## src/rtl/fifo_rd_stream.sv

```systemverilog
// fifo_rd_stream: read-side adapter for synchronous_fifo. Issues FIFO reads
// and presents the words as a valid/ready stream. A 2-entry buffer (head plus
// skid) absorbs the FIFO's 1-cycle read latency, so the stream can move one
// word per cycle.
// Optional build macro: FIFO_RD_STATS_EN adds the word_cnt and stall_cnt
// statistics counters. When it is undefined, both outputs are tied to 0.
//
// state   | meaning
// S_EMPTY | no buffered word, m_valid=0
// S_ONE   | head holds the next word
// S_TWO   | head and skid both hold words, skid is the younger one
module fifo_rd_stream #(
  parameter int DATA_WIDTH = 8,
  parameter int CNT_WIDTH  = 16
) (
  input  logic                  clk,
  input  logic                  rst_n,
  input  logic                  fifo_empty,
  input  logic [DATA_WIDTH-1:0] fifo_rd_data,
  output logic                  fifo_r_en,
  output logic                  m_valid,
  output logic [DATA_WIDTH-1:0] m_data,
  input  logic                  m_ready,
  output logic [CNT_WIDTH-1:0]  word_cnt,
  output logic [CNT_WIDTH-1:0]  stall_cnt
);

  // The encoding equals the buffer occupancy so it can be used directly in the slot arithmetic.
  typedef enum logic [1:0] {
    S_EMPTY = 2'd0,
    S_ONE   = 2'd1,
    S_TWO   = 2'd2
  } buf_state_e;

  buf_state_e            state_q, state_d;
  logic                  inflight_q, inflight_d;
  logic [DATA_WIDTH-1:0] head_q, head_d;
  logic [DATA_WIDTH-1:0] skid_q, skid_d;
  logic                  push, pop;
  logic [1:0]            occ;
  logic [1:0]            level;

  assign occ     = state_q;
  assign push    = inflight_q;
  assign m_valid = (state_q != S_EMPTY);
  assign m_data  = head_q;
  assign pop     = m_valid & m_ready;

  // A new read is allowed only while a buffer slot is still free after this cycle's pop.
  // A pop implies occ>=1, so the 2-bit subtraction cannot underflow.
  always_comb begin
    level      = occ + {1'b0, inflight_q} - {1'b0, pop};
    fifo_r_en  = rst_n & ~fifo_empty & (level < 2'd2);
    inflight_d = fifo_r_en;
  end

  // Buffer next state: the returning read word is pushed and the head is popped.
  always_comb begin
    state_d = state_q;
    head_d  = head_q;
    skid_d  = skid_q;
    case (state_q)
      S_EMPTY: begin
        if (push) begin
          head_d  = fifo_rd_data;
          state_d = S_ONE;
        end
      end
      S_ONE: begin
        case ({push, pop})
          2'b10: begin
            skid_d  = fifo_rd_data;
            state_d = S_TWO;
          end
          2'b01: state_d = S_EMPTY;
          2'b11: head_d  = fifo_rd_data;
          default: ;
        endcase
      end
      S_TWO: begin
        // push without pop cannot occur here because reads stop once both slots are committed
        if (pop) begin
          head_d = skid_q;
          if (push) skid_d  = fifo_rd_data;
          else      state_d = S_ONE;
        end
      end
      default: state_d = S_EMPTY;
    endcase
  end

  // Buffer and read-in-flight registers. Reset discards all words.
  always_ff @(posedge clk or negedge rst_n) begin
    if (!rst_n) begin
      state_q    <= S_EMPTY;
      inflight_q <= 1'b0;
      head_q     <= '0;
      skid_q     <= '0;
    end else begin
      state_q    <= state_d;
      inflight_q <= inflight_d;
      head_q     <= head_d;
      skid_q     <= skid_d;
    end
  end

`ifdef FIFO_RD_STATS_EN
  logic [CNT_WIDTH-1:0] word_cnt_q, word_cnt_d;
  logic [CNT_WIDTH-1:0] stall_cnt_q, stall_cnt_d;

  // Delivered words and stalled cycles. Both counters wrap naturally.
  always_comb begin
    word_cnt_d  = word_cnt_q  + CNT_WIDTH'(pop);
    stall_cnt_d = stall_cnt_q + CNT_WIDTH'(m_valid & ~m_ready);
  end

  // Statistics counter registers.
  always_ff @(posedge clk or negedge rst_n) begin
    if (!rst_n) begin
      word_cnt_q  <= '0;
      stall_cnt_q <= '0;
    end else begin
      word_cnt_q  <= word_cnt_d;
      stall_cnt_q <= stall_cnt_d;
    end
  end

  assign word_cnt  = word_cnt_q;
  assign stall_cnt = stall_cnt_q;
`else
  assign word_cnt  = '0;
  assign stall_cnt = '0;
`endif

endmodule
```

## config.mk

```make
export PLATFORM = sky130hd
export DESIGN_NAME = fifo_rd_stream
export DESIGN_NICKNAME = d
export VERILOG_FILES = /design/src/rtl/fifo_rd_stream.sv
export SDC_FILE = /design/constraint.sdc
export NUM_CORES = 1
export LEC_CHECK = 0
export CAP_MARGIN = 40
export CELL_PAD_IN_SITES_DETAIL_PLACEMENT = 1
export CELL_PAD_IN_SITES_GLOBAL_PLACEMENT = 1
export CORE_MARGIN = 2
export CORE_UTILIZATION = 34
export CTS_BUF_LIST = sky130_fd_sc_hd__clkbuf_8
export CTS_CLUSTER_SIZE = 40
export DETAILED_ROUTE_END_ITERATION = 16
export GPL_TIMING_DRIVEN = 0
export PLACE_DENSITY = 0.94
export SLEW_MARGIN = 20
export SYNTH_ARGS = -nofsm -noshare
export SYNTH_HDL_FRONTEND = slang
export SYNTH_SLANG_ARGS = --single-unit
```

## constraint.sdc

```tcl
create_clock -name clk -period 2.1 [get_ports clk]
set_input_delay 0.525 -clock clk [delete_from_list [all_inputs] [get_ports clk]]
set_output_delay 0.525 -clock clk [all_outputs]
set_load 0.01 [all_outputs]
```

==> results.cfg, run 1 <==
[run_status]
run_status = completed

[critical_path]
start_kind = input port
slowest_stage = o311a_1
crit_type = in2out
endpoint_kind = output port
max_stage_delay_ps = 340
path_cells = buf_4 -> inv_2 -> and4_2 -> o311a_1 -> clkdlybuf4s15_1
required_ps = 1570
cp_max_fo = 6
arrival_ps = 1500

[timing]
hold_viol_final = 0
fin_crit_ps = 2027
slew_viol_final = 0
setup_viol = 0
clock-skew-final_ps = 1.732
rsz0062_at_grt = no
fin_tns_setup_ps = 0
fmax_ghz = 0.4934
worst_slack_ps = 73.35
period_share_pct = 96.51

[yosys]
avgSynthCellArea_um2 = 12.96
async_flop_share_pct = 100.0
synthTopCellsByCount = buf_4, mux2_4, dfrtp_1
syn_area_um2 = 1270
yosys_warnings = 0
synth-edff-count = 0
syn_inst = 98
ys_ff_latch = 19
netlist.area_leader.share_pct = 37.44
ys_seq_area_share_pct = 37.44
synthTopCellsByArea = dfrtp_1, mux2_4, buf_4
synth_ff_type = dfrtp_1
synth_cell_type_count = 20
netlist.top_cell.by_area = dfrtp_1
yosysMostFrequentCell = buf_4

[clock_tree]
htree_levels = 1
cts_tree = done
cts_sinks = 19
cts.clk_slew.worst_paths_ps = 70
cts_buffer_depth = 2
clock_latency_ps = 260
root_buffer = clkbuf_8
numCtsBuffers = 3

[die]
ioPinCount = 54
die_h_um = 65.12
die-area_um2 = 4240
core_area_um2 = 3633
start_util_pct = 34.95
rows = 22
die_x_um = 65.12

[layout]
nets = 171
fillers = 408
layout.cells.non_filler = 206
antennaDiodeCount = 0
register_area_um2 = 479.2
fin_area_um2 = 1729
multi_input_area_um2 = 651.9
layout-drive-gt1-share_pct = 50.00
area_growth_pct = 36.16

[placed_design]
pre_cts_slack_ps = -935.3
dpl.hpwl_mm = 2.059
portBuffers = 21
placed_cell_area_um2 = 1657
gp_congestion = 0.6090
dp.cells = 198

[pwr]
p_leak_nw = 0.8658
power_density_nw_per_um2 = 858.8
peakVddDrop_mv = 0.2691

[detailed_routing]
viasPerCell = 3.976
drt_iter0_drc = 24
vias = 819
route.detailed.drc = 0
firstDrtPassIters = 4
avgRoutedWirePerCell_um = 12.98
wirelength_mm = 2.673
postRouteAntennaNets = 0

[global_route]
grt_pass1_vias = 868
grt_max_degree = 21
track_usage_pct = 13.21
gr-total-overflow = 0
antenna_found_initial = 0
grt_pass1_wl_mm = 4.271

[min_path]
min_path_type = in2async

[job]
maxCapViolCount = 0
layout make-up:
type	instances	area share, %
Timing Repair Buffer	25	13.46
Clock inverter	1	0.2894
Tap cell	48	3.473
Buffer	33	14.54
Sequential cell	19	27.71
Multi-Input combinational cell	75	37.70
Inverter	2	0.4342
Clock buffer	3	2.388
repair_timing:
item                                    CTS  global route
buffers inserted                          2             2
endpoints found under the hold margin     0             0
resized for setup                        15             1
hold buffers                              0             0
endpoints found under the setup margin    1             1
cloned                                    0             0
critical path: cells and delay by family:
family | cells | cell delay, ps
compound gates | 1 | 340
buf+inv | 3 | 420
simple gates | 1 | 210
layout by cell type, fill, tap and decap left out, drive strengths merged, types with 2 or more instances in the layout:
| cell | instances |
|---|---|
| nand2b | 4 |
| a21oi | 2 |
| buf | 39 |
| inv | 2 |
| mux2 | 24 |
| clkbuf | 3 |
| clkdlybuf4s50 | 18 |
| conb | 32 |
| dfrtp | 19 |
| o22ai | 4 |
| nor2b | 3 |
registers in the layout, summed over array words and instances (netlist names):
register and cells:
inflight_q 1, m_data 8, occ 2, skid_q 8
metal layers:
layer | wire (um) | track usage, % | part of all wire [%] | vias up
li1 | - | - | - | 386
met1 | 1020 | 14.18 | 38 | 396
met2 | 1509 | 26.55 | 56 | 35
met3 | 123 | 1.712 | 4.6 | 2
met4 | 19 | 3.906 | 0.71 | 0
met5 | 0 | 0 | 0 | -
cells by family (layout without fill, tap and decap cells):
group,after synthesis,in the layout,share of synthesized area [%]
muxes,24,24,28.37
buffers and inverters,35,64,20.39
DFF,19,19,37.44
other,1,32,0.2953
and+or+nand+nor,10,10,6.602
AOI/OAI and AO/OA,9,9,6.897
power by group:
| part | internal [mW] | switching, mW | total (mW) |
|---|---|---|---|
| combinational | 0.412 | 0.209 | 0.621 |
| clock | 0.132 | 0.131 | 0.263 |
| sequential | 0.510 | 0.0905 | 0.601 |
metrics by stage:
stage	util, %	total power [mW]	hold WS (ps)
finish	47.59	1.485	205.9
global route	47.59	1.565	229.9
CTS	47.14	1.495	212.5
detailed placement	45.59	1.216	497.9
global placement	45.59	1.175	493.7
floorplan	-	0.9860	229.4
final timing paths:
check / slack, ps / depth (start not counted) / endpoint / from
setup / recovery: 70 / 5 / fifo_r_en / m_ready
setup reg to reg: 460 / 4 / m_data[3] / occ[1]
max in group asynchronous: 1560 / 1 / inflight_q / rst_n
min in group clk: 520 / 1 / skid_q[2] / skid_q[2]
hold reg to reg: 520 / 1 / skid_q[2] / skid_q[2]
hold / removal: 210 / 1 / m_data[7] / rst_n
(Power assumes the default switching activity.)
==> run 2, diff against run 1 <==
--- a/config.mk
+++ b/config.mk
@@ -15,7 +15,8 @@
 export DETAILED_ROUTE_END_ITERATION = 16
 export GPL_TIMING_DRIVEN = 0
 export PLACE_DENSITY = 0.94
-export SLEW_MARGIN = 20
+export REMOVE_ABC_BUFFERS = 1
+export SLEW_MARGIN = 10
 export SYNTH_ARGS = -nofsm -noshare
 export SYNTH_HDL_FRONTEND = slang
 export SYNTH_SLANG_ARGS = --single-unit
==> results.cfg, run 2 (synthesized netlist as in run 1, its figures left out) <==
[run_status]
run_status = completed

[critical_path]
timing.rr.end = m_data[4]
crit_type = in2out
start_kind = input port
endpoint_kind = output port
required_ps = 1570
regToRegSetupSlack_ps = 290
arrival_ps = 1540
rr_startpoint = occ[0]
cp_max_fo = 6
r2r_cells = 4

[clock_tree]
cts_sinks = 19
htree_levels = 1
root_buffer = clkbuf_8
cts.clk_slew.worst_paths_ps = 70
clock_latency_ps = 250
numCtsBuffers = 3
cts_buffer_depth = 2
cts_tree = done

[placed_design]
placed_cell_area_um2 = 1420
portBuffers = 21
dpl.hpwl_mm = 1.720
dp.cells = 166
gp_congestion = 0.6399
pre_cts_slack_ps = -690.8

[detailed_routing]
wirelength_mm = 2.258
postRouteAntennaNets = 0
route.detailed.drc = 0
firstDrtPassIters = 2
drt_iter0_drc = 6
met1_length_um = 873
vias = 699
top_layer = met3
met3_length_um = 146
routed-wl-met2_mm = 1.239
avgRoutedWirePerCell_um = 13.05
viasPerCell = 4.040

[die]
ioPinCount = 54
die_x_um = 65.12
core_area_um2 = 3633
rows = 22
die-area_um2 = 4240
die_h_um = 65.12
start_util_pct = 34.95

[layout]
fin_util_pct = 40.91
layout-drive-gt1-share_pct = 36.00
nets = 138
fillers = 411
layout.cells.non_filler = 173
area_growth_pct = 17.04
fin_area_um2 = 1486
layout_common_cells = conb_1, mux2_4, clkdlybuf4s50_1
antennaDiodeCount = 0
final_common_cell = conb_1

[global_route]
gr-total-overflow = 0
antenna_found_initial = 0
grt_pass1_vias = 752
grt_max_degree = 13
track_usage_pct = 10.96
grt_pass1_wl_mm = 3.546

[pwr]
p_leak_nw = 0.6884
peakVddDrop_mv = 0.2531
power_density_nw_per_um2 = 948.7
power_mw = 1.410

[timing]
tightest_slew_ps = 617.0
max_slew_margin_pct = 58.68
fmax_ghz = 0.4846
setup_viol = 0
period_share_pct = 98.27
worst_slack_ps = 36.31
holdWs_ps = 223.3
clock-skew-final_ps = 4.136
fin_tns_setup_ps = 0
fin_crit_ps = 2064
slew_viol_final = 0
hold_viol_final = 0

[job]
maxCapViolCount = 0

[min_path]
min_path_type = in2async
run 2: changes by cell type in the layout (fill, tap and decap cells not counted), sizes merged:
cell / previous run / this run
buf: 39 / 5
inv: 2 / 3
clkinv: 1 / 0
clkdlybuf4s18: 0 / 1
run 2: per-layer routing:
layer / global-route usage (%) / vias up
met4: 3.125 / 0
met2: 19.72 / 26
met3: 2.568 / 0
li1: - / 323
met1: 13.02 / 350
met5: 0 / -
run 2: area by class of cell:
cell class / count / area (um^2) / share of cell area [%]
well taps: 48 / 60.06 / 4.040
clock buffers: 3 / 41.29 / 2.778
multi-input cells: 75 / 651.9 / 43.86
repair buffers: 25 / 242.7 / 16.33
clock inverters: 1 / 3.754 / 0.2525
inverters: 2 / 7.507 / 0.5050
flip-flops and latches: 19 / 479.2 / 32.24
run 2: how the worst max path moves through the flow:
stage                        from        end  cells past startpoint
after floorplan           m_ready  fifo_r_en                      3
after global placement      rst_n  fifo_r_en                      3
after detailed placement  m_ready  fifo_r_en                      5
after CTS                  occ[1]    m_valid                      2
after global routing      m_ready  fifo_r_en                      5
final                     m_ready  fifo_r_en                      5
run 2: critical path, cell delays in order:
cell and delay (ps):
buf_2 140, inv_2 70, and4_2 220, o311a_1 340, clkdlybuf4s15_1 230
run 2: power breakdown:
part	internal, mW	switching (mW)
Clock	0.130	0.113
Combinational	0.375	0.189
Sequential	0.511	0.0920
run 2: repair_timing:
action                                  CTS  global route
buffers inserted                          1             2
endpoints found under the setup margin    2             1
cloned                                    0             0
hold buffers                              0             0
resized for setup                        13             1
==> run 3, diff against run 2 <==
--- a/config.mk
+++ b/config.mk
@@ -13,7 +13,6 @@
 export CTS_BUF_LIST = sky130_fd_sc_hd__clkbuf_8
 export CTS_CLUSTER_SIZE = 40
 export DETAILED_ROUTE_END_ITERATION = 16
-export GPL_TIMING_DRIVEN = 0
 export PLACE_DENSITY = 0.94
 export REMOVE_ABC_BUFFERS = 1
 export SLEW_MARGIN = 10
==> results.cfg, run 3 (synthesized netlist as in run 1, its figures left out) <==
[critical_path]
r2r_cells = 4
endpoint = fifo_r_en
start_kind = input port
slowest_stage = o311a_1
crit_type = in2out
regToRegSetupSlack_ps = 530
startpoint = m_ready
required_ps = 1570
cp_num_cells = 5
cp_top_family = buffers and inverters
path_cells = dlygate4sd2_1 -> inv_1 -> and4_2 -> o311a_1 -> buf_2
path_buf_inv = 3
timing.rr.end = m_data[0]
arrival_ps = 1510
cp_max_fo = 2
rr_startpoint = occ[0]
max_stage_delay_ps = 360
endpoint_kind = output port

[layout]
layout-drive-gt1-share_pct = 35.66
fin_util_pct = 41.87
antennaDiodeCount = 0
nets = 142
final_common_cell = conb_1
fin_area_um2 = 1521
layout_common_cells = conb_1, mux2_4, dfrtp_1, clkdlybuf4s50_1, buf_4
fillers = 422
layout.cells.non_filler = 177
register_area_um2 = 476.7
multi_input_area_um2 = 651.9
area_growth_pct = 19.80

[die]
start_util_pct = 34.95
die_h_um = 65.12
rows = 22
die_x_um = 65.12
ioPinCount = 54
core_area_um2 = 3633
die-area_um2 = 4240

[timing]
rsz0062_at_grt = no
slew_viol_final = 0
setup_viol = 0
holdWs_ps = 514.7
period_share_pct = 96.87
fmax_ghz = 0.4916
clock-skew-final_ps = 6.114
fin_tns_setup_ps = 0
hold_viol_final = 0
fin_crit_ps = 2034

[global_route]
grt_use_met2_pct = 18.69
antenna_found_initial = 0
top_usage_layer = met2
use_met3_pct = 3.082
grt_pass1_wl_mm = 3.719
track_usage_pct = 11.57
grtUsageMet1_pct = 15.35
grt_pass1_vias = 730
gr-total-overflow = 0
grt_max_degree = 20

[clock_tree]
cts_hold_buf = 0
clock_latency_ps = 250
cts_sinks = 19
cts_buffer_depth = 2
cts_tree = done
numCtsBuffers = 3
htree_levels = 1
cts.clk_slew.worst_paths_ps = 70
root_buffer = clkbuf_8

[detailed_routing]
route.detailed.drc = 0
wirelength_mm = 2.303
vias = 708
firstDrtPassIters = 3
postRouteAntennaNets = 0
viasPerCell = 4.000
drt_iter0_drc = 29
avgRoutedWirePerCell_um = 13.01

[min_path]
min_path_type = reg2reg

[placed_design]
dp.cells = 172
placed_cell_area_um2 = 1470
portBuffers = 21
dpl.hpwl_mm = 1.775
gp_congestion = 0.6405

[pwr]
peakVddDrop_mv = 0.2580
p_leak_nw = 0.7234
power_density_nw_per_um2 = 929.5

[run_status]
run_status = completed

[job]
maxCapViolCount = 0
## run 3: cell types whose count changed in the layout (fill, tap and decap cells not counted), sizes merged
cell	previous run	this run
clkdlybuf4s18	1	0
dlymetal6s2s	0	1
clkinv	0	1
clkdlybuf4s15	1	0
inv	3	2
dlygate4sd2	0	1
buf	5	9
## run 3: area by class of cell
class	instances	share of cell area, %
clock inverters	1	0.3289
multi-input cells	75	42.85
well taps	48	3.947
repair buffers	29	18.34
flip-flops and latches	19	31.33
inverters	2	0.4934
clock buffers	3	2.714
## run 3: layer usage
layer	vias up	part of all wire, %
met3	2	6.4
met1	349	43
met4	0	0.43
met2	26	50
li1	331	-
met5	-	0
## run 3: worst min-delay path by stage
stage | startpoint | to | slack [ps] | cells after the start
after floorplan | rst_n | inflight_q | 230 | 0
after global placement | skid_q[3] | skid_q[3] | 490 | 1
after detailed placement | m_data[5] | m_data[5] | 500 | 1
after CTS | m_data[5] | m_data[5] | 520 | 1
after global routing | skid_q[6] | skid_q[6] | 530 | 1
final | m_data[5] | m_data[5] | 510 | 1
## run 3: per-stage QoR
stage / setup WS, ps / power [mW]
6_report: 65.80 / 1.414
5_1_grt: 5.760 / 1.512
4_1_cts: 4.770 / 1.438
3_5_place_dp: -575.8 / 1.176
3_3_place_gp: -487.9 / 1.149
2_1_floorplan: 413.0 / 0.9389
## run 3: what timing repair did
item                                   CTS  global route
endpoints found under the hold margin    0             0
buffers inserted                         1             0
resized for setup                        5             2
setup endpoints to repair                1             2
pin swaps                                1             1
## run 3: power by group
part,internal [mW],switching (mW)
clock,0.131,0.115
combinational,0.376,0.194
sequential,0.510,0.0876
